<file path="config.mk">
export PLATFORM = sky130hd
export DESIGN_NAME = twd_rot_stage_flat
export DESIGN_NICKNAME = d
export VERILOG_FILES = /design/src/rtl/twd_pkg.sv /design/src/rtl/twd_rot_stage_if.sv /design/src/rtl/twd_rot_lane.sv /design/src/rtl/twd_rot_stage.sv /design/src/flat_wrapper.sv
export SDC_FILE = /design/constraint.sdc
export NUM_CORES = 2
export LEC_CHECK = 0
export ABC_AREA = 1
export ABC_CLOCK_PERIOD_IN_PS = 5780
export BUFFER_PORTS_ARGS = -buffer_cell sky130_fd_sc_hd__clkbuf_2
export CORE_AREA = 2 2 608 610
export CTS_CLUSTER_SIZE = 25
export DETAILED_ROUTE_END_ITERATION = 6
export DIE_AREA = 0 0 610 612
export HOLD_SLACK_MARGIN = 0.15
export MAX_ROUTING_LAYER = met4
export PLACE_DENSITY_LB_ADDON = 0.15
export SETUP_SLACK_MARGIN = 0.02
export SYNTH_ARGS = -nofsm -noshare
export SYNTH_HDL_FRONTEND = slang
export SYNTH_SLANG_ARGS = --single-unit
</file>
<file path="constraint.sdc">
create_clock -name clk -period 5.78 [get_ports clk]
set_clock_uncertainty 0.15 [all_clocks]
set_input_delay 0.578 -clock clk [delete_from_list [all_inputs] [get_ports clk]]
set_output_delay 0.578 -clock clk [all_outputs]
set_load 0.02 [all_outputs]
</file>
<file path="src/rtl/twd_pkg.sv">
// twd_pkg: shared types and helpers for the trivial-twiddle rotation stage.
//   rot_code_e : 2-bit rotation code (x1, -j, -1, +j)
//   sat_neg    : saturating negate of a sign-extended WIDTH-bit value
//   conj_code  : conjugate a rotation code (swap -j and +j)
package twd_pkg;

  // Working width for sat_neg; callers sign-extend into it and truncate back.
  localparam int unsigned NEG_W = 32;

  typedef enum logic [1:0] {
    ROT_P1 = 2'b00,
    ROT_MJ = 2'b01,
    ROT_M1 = 2'b10,
    ROT_PJ = 2'b11
  } rot_code_e;

  typedef struct packed {
    logic                    sat;
    logic signed [NEG_W-1:0] val;
  } neg_res_t;

  // Negate x, interpreted as a width-bit value; the most negative value clamps to max.
  function automatic neg_res_t sat_neg(input logic signed [NEG_W-1:0] x,
                                       input int unsigned             width);
    neg_res_t                r;
    logic signed [NEG_W-1:0] min_v;
    min_v = '1;
    min_v = min_v << (width - 1);
    r.sat = (x == min_v);
    r.val = r.sat ? ~min_v : -x;
    return r;
  endfunction

  // Conjugating the twiddle swaps -j and +j; x1 and -1 are self-conjugate.
  function automatic rot_code_e conj_code(input rot_code_e c);
    rot_code_e r;
    r = c;
    case (c)
      ROT_MJ:  r = ROT_PJ;
      ROT_PJ:  r = ROT_MJ;
      default: r = c;
    endcase
    return r;
  endfunction

endpackage

</file>
<file path="src/rtl/twd_rot_stage_if.sv">
// twd_rot_stage_if: beat bus of the twiddle stage.
//   i_* : upstream beat (valid, frame start, inverse mode, sum/diff lanes)
//   o_* : registered output beat (valid, sum/diff lanes, segment, frame last, sat)
//   master : upstream/bench side, slave : twiddle stage side
interface twd_rot_stage_if #(
  parameter int unsigned WIDTH = 12,
  parameter int unsigned LANES = 16,
  parameter int unsigned SEG_W = 2
);
  logic                    i_valid;
  logic                    i_frame_start;
  logic                    i_inv;
  logic signed [WIDTH-1:0] i_sum_re  [LANES];
  logic signed [WIDTH-1:0] i_sum_im  [LANES];
  logic signed [WIDTH-1:0] i_diff_re [LANES];
  logic signed [WIDTH-1:0] i_diff_im [LANES];

  logic                    o_valid;
  logic signed [WIDTH-1:0] o_sum_re  [LANES];
  logic signed [WIDTH-1:0] o_sum_im  [LANES];
  logic signed [WIDTH-1:0] o_diff_re [LANES];
  logic signed [WIDTH-1:0] o_diff_im [LANES];
  logic [SEG_W-1:0]        o_seg_idx;
  logic                    o_frame_last;
  logic                    o_sat;

  modport master (
    output i_valid, i_frame_start, i_inv, i_sum_re, i_sum_im, i_diff_re, i_diff_im,
    input  o_valid, o_sum_re, o_sum_im, o_diff_re, o_diff_im, o_seg_idx, o_frame_last, o_sat
  );

  modport slave (
    input  i_valid, i_frame_start, i_inv, i_sum_re, i_sum_im, i_diff_re, i_diff_im,
    output o_valid, o_sum_re, o_sum_im, o_diff_re, o_diff_im, o_seg_idx, o_frame_last, o_sat
  );
endinterface

</file>
<file path="src/rtl/twd_rot_lane.sv">
// twd_rot_lane: combinational single-lane complex rotation by x1, -j, -1 or +j.
//   code_i       : rotation code
//   re_i, im_i   : input sample
//   re_o, im_o   : rotated sample (negations saturate)
//   sat_o        : a negation saturated in this lane
module twd_rot_lane
  import twd_pkg::*;
#(
  parameter int unsigned WIDTH = 12
) (
  input  rot_code_e               code_i,
  input  logic signed [WIDTH-1:0] re_i,
  input  logic signed [WIDTH-1:0] im_i,
  output logic signed [WIDTH-1:0] re_o,
  output logic signed [WIDTH-1:0] im_o,
  output logic                    sat_o
);

  neg_res_t neg_re_c;
  neg_res_t neg_im_c;
  logic     unused_hi_c;

  assign neg_re_c = sat_neg(NEG_W'(re_i), WIDTH);
  assign neg_im_c = sat_neg(NEG_W'(im_i), WIDTH);
  // Upper bits of the negation are pure sign extension after saturation.
  assign unused_hi_c = ^{neg_re_c.val[NEG_W-1:WIDTH], neg_im_c.val[NEG_W-1:WIDTH]};

  // Rotation select.
  always_comb begin
    re_o  = re_i;
    im_o  = im_i;
    sat_o = 1'b0;
    case (code_i)
      ROT_MJ: begin
        re_o  = im_i;
        im_o  = WIDTH'(neg_re_c.val);
        sat_o = neg_re_c.sat;
      end
      ROT_M1: begin
        re_o  = WIDTH'(neg_re_c.val);
        im_o  = WIDTH'(neg_im_c.val);
        sat_o = neg_re_c.sat | neg_im_c.sat;
      end
      ROT_PJ: begin
        re_o  = WIDTH'(neg_im_c.val);
        im_o  = re_i;
        sat_o = neg_im_c.sat;
      end
      default: ;
    endcase
  end

endmodule

</file>
<file path="src/rtl/twd_rot_stage.sv">
// twd_rot_stage: trivial-twiddle stage between radix-2 butterfly stages.
//   clk, rstn : clock, async active-low reset
//   bus       : slave side of twd_rot_stage_if; sum lanes pass through, diff
//               lanes are rotated by the code of the beat's frame segment.
//   Output beat is registered, one cycle after the input beat.
module twd_rot_stage
  import twd_pkg::*;
#(
  parameter int unsigned WIDTH     = 12,
  parameter int unsigned LANES     = 16,
  parameter int unsigned FRAME_LEN = 16,
  parameter int unsigned SEG_LEN   = 4,
  parameter logic [2*(FRAME_LEN/SEG_LEN)-1:0] ROT_CODE = 8'b01_00_00_00
) (
  input logic            clk,
  input logic            rstn,
  twd_rot_stage_if.slave bus
);

  localparam int unsigned NSEG    = FRAME_LEN / SEG_LEN;
  localparam int unsigned CNT_W   = $clog2(FRAME_LEN);
  localparam int unsigned SEG_W   = (NSEG > 1) ? $clog2(NSEG) : 1;
  localparam int unsigned SEG_SHR = $clog2(SEG_LEN);

  logic [CNT_W-1:0]        cnt_q;
  logic                    inv_q;
  logic [CNT_W-1:0]        eff_cnt_c;
  logic [SEG_W-1:0]        seg_c;
  logic                    inv_c;
  rot_code_e               raw_code_c;
  rot_code_e               code_c;
  logic signed [WIDTH-1:0] rot_re_c [LANES];
  logic signed [WIDTH-1:0] rot_im_c [LANES];
  logic [LANES-1:0]        sat_c;

  // Frame start resyncs the beat to position 0 regardless of the running count.
  assign eff_cnt_c  = (bus.i_valid && bus.i_frame_start) ? '0 : cnt_q;
  assign seg_c      = SEG_W'(eff_cnt_c >> SEG_SHR);
  assign raw_code_c = rot_code_e'(ROT_CODE[2*seg_c +: 2]);
  // Beat 0 uses the freshly presented inverse flag; later beats use the latched one.
  assign inv_c      = (eff_cnt_c == '0) ? bus.i_inv : inv_q;
  assign code_c     = inv_c ? conj_code(raw_code_c) : raw_code_c;

  for (genvar l = 0; l < LANES; l++) begin : g_lane
    twd_rot_lane #(
      .WIDTH (WIDTH)
    ) u_lane (
      .code_i (code_c),
      .re_i   (bus.i_diff_re[l]),
      .im_i   (bus.i_diff_im[l]),
      .re_o   (rot_re_c[l]),
      .im_o   (rot_im_c[l]),
      .sat_o  (sat_c[l])
    );
  end

  // Beat counter, inverse latch and output register; data holds across bubbles.
  always_ff @(posedge clk or negedge rstn) begin
    if (!rstn) begin
      cnt_q            <= '0;
      inv_q            <= 1'b0;
      bus.o_valid      <= 1'b0;
      bus.o_seg_idx    <= '0;
      bus.o_frame_last <= 1'b0;
      bus.o_sat        <= 1'b0;
      for (int unsigned l = 0; l < LANES; l++) begin
        bus.o_sum_re[l]  <= '0;
        bus.o_sum_im[l]  <= '0;
        bus.o_diff_re[l] <= '0;
        bus.o_diff_im[l] <= '0;
      end
    end else begin
      bus.o_valid <= bus.i_valid;
      if (bus.i_valid) begin
        cnt_q <= eff_cnt_c + CNT_W'(1);
        if (eff_cnt_c == '0) begin
          inv_q <= bus.i_inv;
        end
        bus.o_seg_idx    <= seg_c;
        bus.o_frame_last <= (eff_cnt_c == CNT_W'(FRAME_LEN - 1));
        bus.o_sat        <= |sat_c;
        for (int unsigned l = 0; l < LANES; l++) begin
          bus.o_sum_re[l]  <= bus.i_sum_re[l];
          bus.o_sum_im[l]  <= bus.i_sum_im[l];
          bus.o_diff_re[l] <= rot_re_c[l];
          bus.o_diff_im[l] <= rot_im_c[l];
        end
      end
    end
  end

endmodule

</file>
<file path="src/flat_wrapper.sv">
// flat-port wrapper written by rule: the top's interface ports become plain ports
module twd_rot_stage_flat import twd_pkg::*;
#(
  parameter int unsigned WIDTH     = 12,
  parameter int unsigned LANES     = 16,
  parameter int unsigned FRAME_LEN = 16,
  parameter int unsigned SEG_LEN   = 4,
  parameter logic [2*(FRAME_LEN/SEG_LEN)-1:0] ROT_CODE = 8'b01_00_00_00
)
  (clk, rstn, bus_i_valid, bus_i_frame_start, bus_i_inv, bus_i_sum_re, bus_i_sum_im, bus_i_diff_re, bus_i_diff_im, bus_o_valid, bus_o_sum_re, bus_o_sum_im, bus_o_diff_re, bus_o_diff_im, bus_o_seg_idx, bus_o_frame_last, bus_o_sat);
  twd_rot_stage_if #(.WIDTH(WIDTH), .LANES(LANES), .SEG_W((2))) bus_i ();
  input logic clk;
  input logic rstn;
  input wire logic [$bits(bus_i.i_valid)-1:0] bus_i_valid;
  input wire logic [$bits(bus_i.i_frame_start)-1:0] bus_i_frame_start;
  input wire logic [$bits(bus_i.i_inv)-1:0] bus_i_inv;
  input wire logic [$bits(bus_i.i_sum_re)-1:0] bus_i_sum_re;
  input wire logic [$bits(bus_i.i_sum_im)-1:0] bus_i_sum_im;
  input wire logic [$bits(bus_i.i_diff_re)-1:0] bus_i_diff_re;
  input wire logic [$bits(bus_i.i_diff_im)-1:0] bus_i_diff_im;
  output wire logic [$bits(bus_i.o_valid)-1:0] bus_o_valid;
  output wire logic [$bits(bus_i.o_sum_re)-1:0] bus_o_sum_re;
  output wire logic [$bits(bus_i.o_sum_im)-1:0] bus_o_sum_im;
  output wire logic [$bits(bus_i.o_diff_re)-1:0] bus_o_diff_re;
  output wire logic [$bits(bus_i.o_diff_im)-1:0] bus_o_diff_im;
  output wire logic [$bits(bus_i.o_seg_idx)-1:0] bus_o_seg_idx;
  output wire logic [$bits(bus_i.o_frame_last)-1:0] bus_o_frame_last;
  output wire logic [$bits(bus_i.o_sat)-1:0] bus_o_sat;
  assign bus_i.i_valid = bus_i_valid;
  assign bus_i.i_frame_start = bus_i_frame_start;
  assign bus_i.i_inv = bus_i_inv;
  assign bus_i.i_sum_re = {>>{bus_i_sum_re}};
  assign bus_i.i_sum_im = {>>{bus_i_sum_im}};
  assign bus_i.i_diff_re = {>>{bus_i_diff_re}};
  assign bus_i.i_diff_im = {>>{bus_i_diff_im}};
  assign bus_o_valid = bus_i.o_valid;
  assign bus_o_sum_re = {>>{bus_i.o_sum_re}};
  assign bus_o_sum_im = {>>{bus_i.o_sum_im}};
  assign bus_o_diff_re = {>>{bus_i.o_diff_re}};
  assign bus_o_diff_im = {>>{bus_i.o_diff_im}};
  assign bus_o_seg_idx = bus_i.o_seg_idx;
  assign bus_o_frame_last = bus_i.o_frame_last;
  assign bus_o_sat = bus_i.o_sat;
  twd_rot_stage #(.WIDTH(WIDTH), .LANES(LANES), .FRAME_LEN(FRAME_LEN), .SEG_LEN(SEG_LEN), .ROT_CODE(ROT_CODE)) u_core (.clk(clk), .rstn(rstn), .bus(bus_i));
endmodule
</file>
# --- Yosys cells after proc, flatten, opt, wreduce, memory -nomap -nowiden ---
# Index checks and enable logic that the tools add are counted.
word_totals:
  regBits: 778
  in_bits: 773
  output_inout_bits: 773
  word_cells: 245
classes:
  n_addsub: 33
  n_eq_ne: 38
  shift: 1
  n_mux: 84
  bitwise_logic: 16
  n_reduce_logical: 3
ops:
  columns: ["op", "count"]
  rows:
  - ["$pmux W12 S3", 32]
  - ["$eq A12 B12 Y1 const B", 32]
  - ["$mux W12", 32]
  - ["$neg A12 Y12", 32]
  - ["$pmux W1 S3", 16]
  - ["$or A1 B1 Y1", 16]
  - ["$reduce_or A16 Y1", 1]
  - ["$shiftx A8 B4 Y2 const A", 1]
  - ["$eq A2 B2 Y1 const B", 3]
  - ["$add A4 B1 Y4 const B", 1]
  - ["$eq A2 B1 Y1 const B", 2]
  - ["$eq A4 B4 Y1 const B", 1]
  - ["$logic_not A4 Y1", 1]
  - ["$mux W4", 1]
  - ["$pmux W2 S2", 1]
  - ["$mux W2", 1]
  - ["$logic_and A1 B1 Y1", 1]
  - ["$mux W1", 1]

# --- Logic depth before layout (Yosys ltp) ---
logic_depth:
  depth_word: 9
  ltp_mapped: 19

# --- Hierarchy ---
# Synthesis repeated with hierarchy kept, for this count alone.
hier_totals:
  hier_cells: 7781
  area_unflattened_um2: 51229.1
by_module_without_submodules:
  columns: ["mod", "instances", "cells_each", "area_each_um2"]
  rows:
  - ["twd_rot_stage", 1, 3317, 29440.7]
  - ["twd_rot_lane (u_core.g_lane[0].u_lane ...)", 15, 279, 1361.3]
  - ["twd_rot_lane (u_core.g_lane[9].u_lane)", 1, 279, 1368.8]

# --- Worst setup path after synthesis ---
# OpenSTA, ideal clock, no wires.
synth_path:
  kind: "input to register"
  start: "in bus_i_valid"
  end: "reg u_core.bus.o_diff_im[38]"
  t_arrival_ps: 2248
  slack_ps: 3233
  path_stages: 14
  n_path_buf: 3
  path_cell_list: "buf_4 > nand2_4 > inv_1 > nor2_1 > inv_1 > ha_1 > nand2_1 > nand2_1 > nand2_2 > nor2_2 > buf_4 > buf_4 > a31oi_1 > a41oi_1"
synth_via:
  elab_chain_cells: 8
  word_cells_on_any_way: 13
synth_lines:
  columns: ["element", "line", "text"]
  rows:
  - ["start, declared", "flat_wrapper.sv:14", "input wire logic [$bits(bus_i.i_valid)-1:0] bus_i_valid;"]
  - ["$logic_and A1 B1 Y1", "twd_rot_stage.sv:37", "assign eff_cnt_c = (bus.i_valid && bus.i_frame_start) ? '0 : cnt_q;"]
  - ["$mux W4", "twd_rot_stage.sv:37", null]
  - ["$shiftx A8 B4 Y2", "twd_rot_stage.sv:39", "assign raw_code_c = rot_code_e'(ROT_CODE[2*seg_c +: 2]);"]
  - ["$eq A2 B2 Y1 / $eq A2 B1 Y1 (equally long branches)", "twd_pkg.sv:38", "case (c)"]
  - ["$pmux W2 S2", "twd_pkg.sv:38", null]
  - ["$mux W2", "twd_rot_stage.sv:42", "assign code_c = inv_c ? conj_code(raw_code_c) : raw_code_c;"]
  - ["$eq A2 B2 Y1 / $eq A2 B1 Y1 (equally long branches)", "twd_rot_lane.sv:33", "case (code_i)"]
  - ["$pmux W12 S3", "twd_rot_lane.sv:33", null]
  - ["end signal, assigned by index", "twd_rot_stage.sv:86", "bus.o_diff_im[l] <= rot_im_c[l];"]
  - ["end, declared", "twd_rot_stage_if.sv:34", "output o_valid, o_sum_re, o_sum_im, o_diff_re, o_diff_im, o_seg_idx, o_frame_last, o_sat"]
# Several ways; a longest one is shown, not always the timed one.
# A chain may end at the register's enable or synchronous reset.

# --- Worst setup path after layout ---
layout_path:
  start: "in bus_i_valid"
  end: "reg u_core.bus.o_diff_re[23]"
layout_via:
  elab_chain_cells: 8
  word_cells_on_any_way: 13
layout_lines:
  columns: ["element", "line", "text"]
  rows:
  - ["$logic_and A1 B1 Y1", "twd_rot_stage.sv:37", null]
  - ["$mux W4", "twd_rot_stage.sv:37", null]
  - ["$shiftx A8 B4 Y2", "twd_rot_stage.sv:39", null]
  - ["$eq A2 B2 Y1 / $eq A2 B1 Y1 (equally long branches)", "twd_pkg.sv:38", null]
  - ["$pmux W2 S2", "twd_pkg.sv:38", null]
  - ["$mux W2", "twd_rot_stage.sv:42", null]
  - ["$eq A2 B2 Y1 / $eq A2 B1 Y1 (equally long branches)", "twd_rot_lane.sv:33", null]
  - ["$pmux W12 S3", "twd_rot_lane.sv:33", null]
  - ["end signal, assigned by index", "twd_rot_stage.sv:85", "bus.o_diff_re[l] <= rot_re_c[l];"]
  - ["end, declared", "twd_rot_stage_if.sv:34", null]
# Several ways; a longest one is shown, not always the timed one.

==> out/qor_table.md <==
| Stage | Quantity | Reported |
| --- | --- | --- |
| status | Run status | finished, final reports clean |
| clocking | Register clock-pin slew on the reported worst setup and hold paths | 0.06 ns |
| yosys | Combinational family with the most area after synthesis | simple AND/OR/NAND/NOR gates |
| pwr | Power per standard cell area | 266 mW/mm² |
| flow run | Max-cap check violation count | 0 |
| clocking | TritonCTS clock tree | yes |
| yosys | Area contributors post-synth | sky130_fd_sc_hd__dfrtp_1, sky130_fd_sc_hd__nand2_1, sky130_fd_sc_hd__nor2_1 |
| place | Total instance count after detailed placement | 11900 |
| worst setup path | CP required | 6.35 ns |
| yosys | Synthesized-area fraction occupied by ao, oa, aoi and oai cells | 0.152 |
| routing | Vias | 51300 |
| routing | Average vias per placed instance | 3.89 |
| cells and area | Signed area change from the synthesized netlist to the final layout | 65.3% |
| sta | Setup repair after global routing missed its margin | no |
| routing | Detail Route Antenna Nets | 0 |
| floorplanning | Die Span X | 610 µm |
| place | Half-perimeter wire length after detailed placement | 258 mm |
| pwr | Design Power | 18.6 mW |
| routing | Starting DRC count in detailed routing | 3429 |
| clocking | Clock root buffer master | sky130_fd_sc_hd__clkbuf_16 |
| clocking | Worst-skew pair later-pin latency | 0.78 ns |
| yosys | Yosys synthesis warning count | 0 |
| place | Post-DP Area | 0.0556 mm² |
| yosys | Cell type with the highest aggregate area in the netlist | sky130_fd_sc_hd__dfrtp_1 |
| yosys | Async set-reset flop share out of synthesis | 1.00 |
| yosys | Combined area of all synthesized cells | 0.0424 mm² |
| worst setup path | Type of the worst setup path | in -> reg |
| pwr | Leakage power total | 33.0 nW |
| floorplanning | Initial core utilization | 0.115 |
| worst setup path | Most Frequent Cell on Critical Path | sky130_fd_sc_hd__dlygate4sd3_1 |
| min path | Worst Hold Depth | 7 |
| yosys | Number of storage elements in the synthesis netlist | 778 |
| yosys | Count of different cell masters after synthesis | 56 |
| clocking | Buffer count from post-CTS setup fixing | 0 |
| global route | Vias in the first global route | 52700 |
| worst setup path | Critical Path, Cell by Cell | dlygate4sd3_1 -> buf_8 -> nand2_4 -> inv_1 -> nor2_1 -> inv_1 -> ha_1 -> nand3_1 -> nand2_4 -> nor2_4 -> buf_12 -> nand4_1 -> dlygate4sd3_1 -> a21oi_1 -> dlygate4sd3_1 |
| clocking | Clk buf depth | 4 |
| yosys | Post-synth EDFFs | 0 |
| worst setup path | CP peak stage delay | 0.61 ns |
| worst setup path | Total stage count of the critical path | 15 |
| pwr | Worst IR drop on VDD | 0.251 mV |
| worst setup path | Worst path buffer plus inverter count | 7 |
| cells and area | Cell area after layout | 0.0700 mm² |
| yosys | Synth Area in XOR/XNOR | 0.0314 |
| min path | Min-delay worst type | in -> reg |
| worst setup path | Crit-path max FO | 107 |
| yosys | Post-Syn Area per Cell | 7.39 µm² |
| worst setup path | Slowest CP cell | sky130_fd_sc_hd__dlygate4sd3_1 |
| sta | Total count of hold-check failures in the final report | 0 |
| yosys | Most used standard cell by instance count after synthesis | sky130_fd_sc_hd__nand2_1 |
| sta | Summed negative setup slack over all endpoints | 0 ns |
| worst setup path | FF-to-FF path depth | 12 |
| sta | Number of max-slew violations in the final report | 0 |
| clocking | H-Tree Level Count | 3 |
| worst setup path | Largest delay contributor family on the critical path | buffers and inverters |
| yosys | Multiplexer area fraction after synthesis | 0 |
| routing | WL final | 327 mm |
| yosys | Portion of the post-synthesis area used by sequential elements | 0.459 |
| place | Pre-CTS setup slack | 1.50 ns |
| sta | Least-Margin Pin Slew | 1.29 ns |
| routing | First-pass DRT Iterations | 6 |
| sta | Max-slew headroom at the worst pin | 0.143 |
| global route | Largest net degree at the start of global routing | 180 |
| global route | Grt total ovfl | 0 |
| yosys | Share of synthesized cell area in and, or, nand and nor gates | 0.272 |
| routing | DRC violations left | 0 |
| routing | Average detailed-routed wire length per instance | 24.8 µm |
| cells and area | Fraction of layout cells with a size suffix above 1 | 0.219 |
| floorplanning | Site row count | 223 |
| yosys | Most used flip-flop cell after synthesis | sky130_fd_sc_hd__dfrtp_1 |
| place | Number of port buffers | 1545 |
| sta | Min Tclk post-route | 4.77 ns |
| cells and area | Final std cells w/o fill | 13200 |
| yosys | Yosys top cell area share | 0.459 |
| sta | Post-route setup slack | 1.01 ns |
| floorplanning | Top-level I/O count | 1546 |
| global route | Total global-route track usage | 0.174 |
| sta | Maximum frequency from static timing analysis | 209 MHz |
| floorplanning | Die height | 612 µm |
| cells and area | Number of fill cells in the layout | 42000 |
| worst setup path | Arrival time at the worst endpoint | 5.35 ns |
| global route | First-pass GRT wire length | 445 mm |
| yosys | Post-Syn Nets | 6544 |
| yosys | Synth Area in Adders | 0.0100 |
| sta | Period utilisation layout | 0.826 |
| place | Global placer's final weighted congestion | 0.886 |
| yosys | Top cells by count, synth | sky130_fd_sc_hd__nand2_1, sky130_fd_sc_hd__dfrtp_1, sky130_fd_sc_hd__nor2_1 |
| clocking | Clock Sink Count | 778 |
| sta | # setup viols final | 0 |
| worst setup path | Critical path capture point type | register |
| clocking | Number of buffers created by CTS | 120 |
| yosys | Post-synthesis instance total | 5737 |
| floorplanning | Floorplan die area | 0.373 mm² |
| floorplanning | Placeable core area | 0.367 mm² |
| worst setup path | Kind of launch point of the worst setup path | input port |
| cells and area | Post-layout nets | 9026 |
| global route | Number of antenna violations at the first check in global routing | 80 |
-- what timing repair did --
| action | 4_1_cts | 5_1_grt |
|---|---|---|
| resized for setup | 0 | 0 |
| hold buffers | 1046 | 0 |
| endpoints found under the setup margin | 0 | 0 |
| hold endpoints to repair | 813 | 0 |
-- cells in the final DEF (no fill, tap or decap), drive strengths merged, types with 34 or more instances in the layout --
| cell | Yosys | routed |
|---|---|---|
| a31oi | 115 | 115 |
| nand4 | 48 | 48 |
| clkbuf | 210 | 1719 |
| o211ai | 43 | 43 |
| xor2 | 134 | 134 |
| ha | 34 | 34 |
| dlygate4sd3 | 0 | 1046 |
| a21oi | 372 | 372 |
| diode | 0 | 42 |
| nor2 | 703 | 703 |
| nand3 | 237 | 237 |
| inv | 490 | 491 |
| nand2 | 1859 | 1859 |
| dfrtp | 778 | 778 |
| a41oi | 93 | 93 |
| o22ai | 94 | 94 |
| buf | 84 | 65 |
| nor3 | 52 | 52 |
| o21ai | 286 | 286 |
-- cells by family after synthesis --
logic type,Yosys count
AND/OR/NAND/NOR,2916
flip-flops,778
buffers and inverters,784
AO/OA/AOI/OAI,1073
adder cells (fa/ha/maj),34
XOR/XNOR,152
-- path summary, 6_finish.rpt --
| check | slack [ns] | endpoint | startpoint |
|---|---|---|---|
| max | 1.01 | u_core.bus.o_diff_re[23]$_DFFE_PN0P_ | bus_i_valid |
| min | 0.23 | u_core.bus.o_diff_im[89]$_DFFE_PN0P_ | bus_i_diff_re[87] |
| max reg2reg | 1.40 | u_core.bus.o_diff_re[23]$_DFFE_PN0P_ | u_core.cnt_q[0]$_DFFE_PN0P_ |
| min reg2reg | 0.32 | u_core.bus.o_sum_re[97]$_DFFE_PN0P_ | u_core.bus.o_sum_re[97]$_DFFE_PN0P_ |
| max in group asynchronous | 3.57 | u_core.bus.o_sum_im[31]$_DFFE_PN0P_ | rstn |
| min in group asynchronous | 0.24 | u_core.bus.o_diff_re[124]$_DFFE_PN0P_ | rstn |
-- cell type report --
class	count	area (µm²)	area share
multi-input combinational	4175	19800	0.282
sequential	778	19500	0.278
timing repair buffer	2654	18900	0.270
tap	4837	6050	0.0864
clock buffer	176	3450	0.0493
inverter	490	1850	0.0265
clock inverter	36	440	0.00629
antenna	42	105	0.00150
-- worst reg2reg max path: stages, from the launching register on --
cell,delay (ns)
sky130_fd_sc_hd__dfrtp_1,0.34
sky130_fd_sc_hd__inv_1,0.04
sky130_fd_sc_hd__nor2_1,0.17
sky130_fd_sc_hd__inv_1,0.09
sky130_fd_sc_hd__ha_1,0.24
sky130_fd_sc_hd__nand3_1,0.14
sky130_fd_sc_hd__nand2_4,0.37
sky130_fd_sc_hd__nor2_4,0.49
sky130_fd_sc_hd__buf_12,0.39
sky130_fd_sc_hd__nand4_1,0.62
sky130_fd_sc_hd__dlygate4sd3_1,0.61
sky130_fd_sc_hd__a21oi_1,0.13
sky130_fd_sc_hd__dlygate4sd3_1,0.56
-- layer usage --
layer | track usage | vias to the layer above | wire, µm
met5 | - | - | 0
met4 | 0.0665 | 0 | 14500
met3 | 0.0394 | 448 | 21000
met2 | 0.304 | 1741 | 165000
met1 | 0.191 | 25300 | 127000
li1 | - | 23800 | -
-- state kept, by name (all words and copies together) (netlist names) --
signal / count
u_core.inv_q: 1
u_core.bus.o_sum_re: 192
u_core.bus.o_valid: 1
u_core.cnt_q: 4
u_core.bus.o_sat: 1
u_core.bus.o_sum_im: 192
u_core.bus.o_seg_idx: 2
u_core.bus.o_diff_re: 192
u_core.bus.o_diff_im: 192
u_core.bus.o_frame_last: 1
-- where the power goes --
part	internal (mW)	switching, mW	total (mW)
clock	4.42	3.18	7.60
sequential	5.96	0.367	6.33
combinational	1.56	3.11	4.67
total	11.9	6.66	18.6
-- metrics by stage --
step | utilization | hold WS (ns)
finish | 0.191 | 0.232
CTS | 0.190 | 0.150
global placement | 0.151 | 0.306
floorplan | - | 0.132
global route | 0.191 | 0.210
detailed placement | 0.151 | 0.308
(Power assumes the default switching activity.)
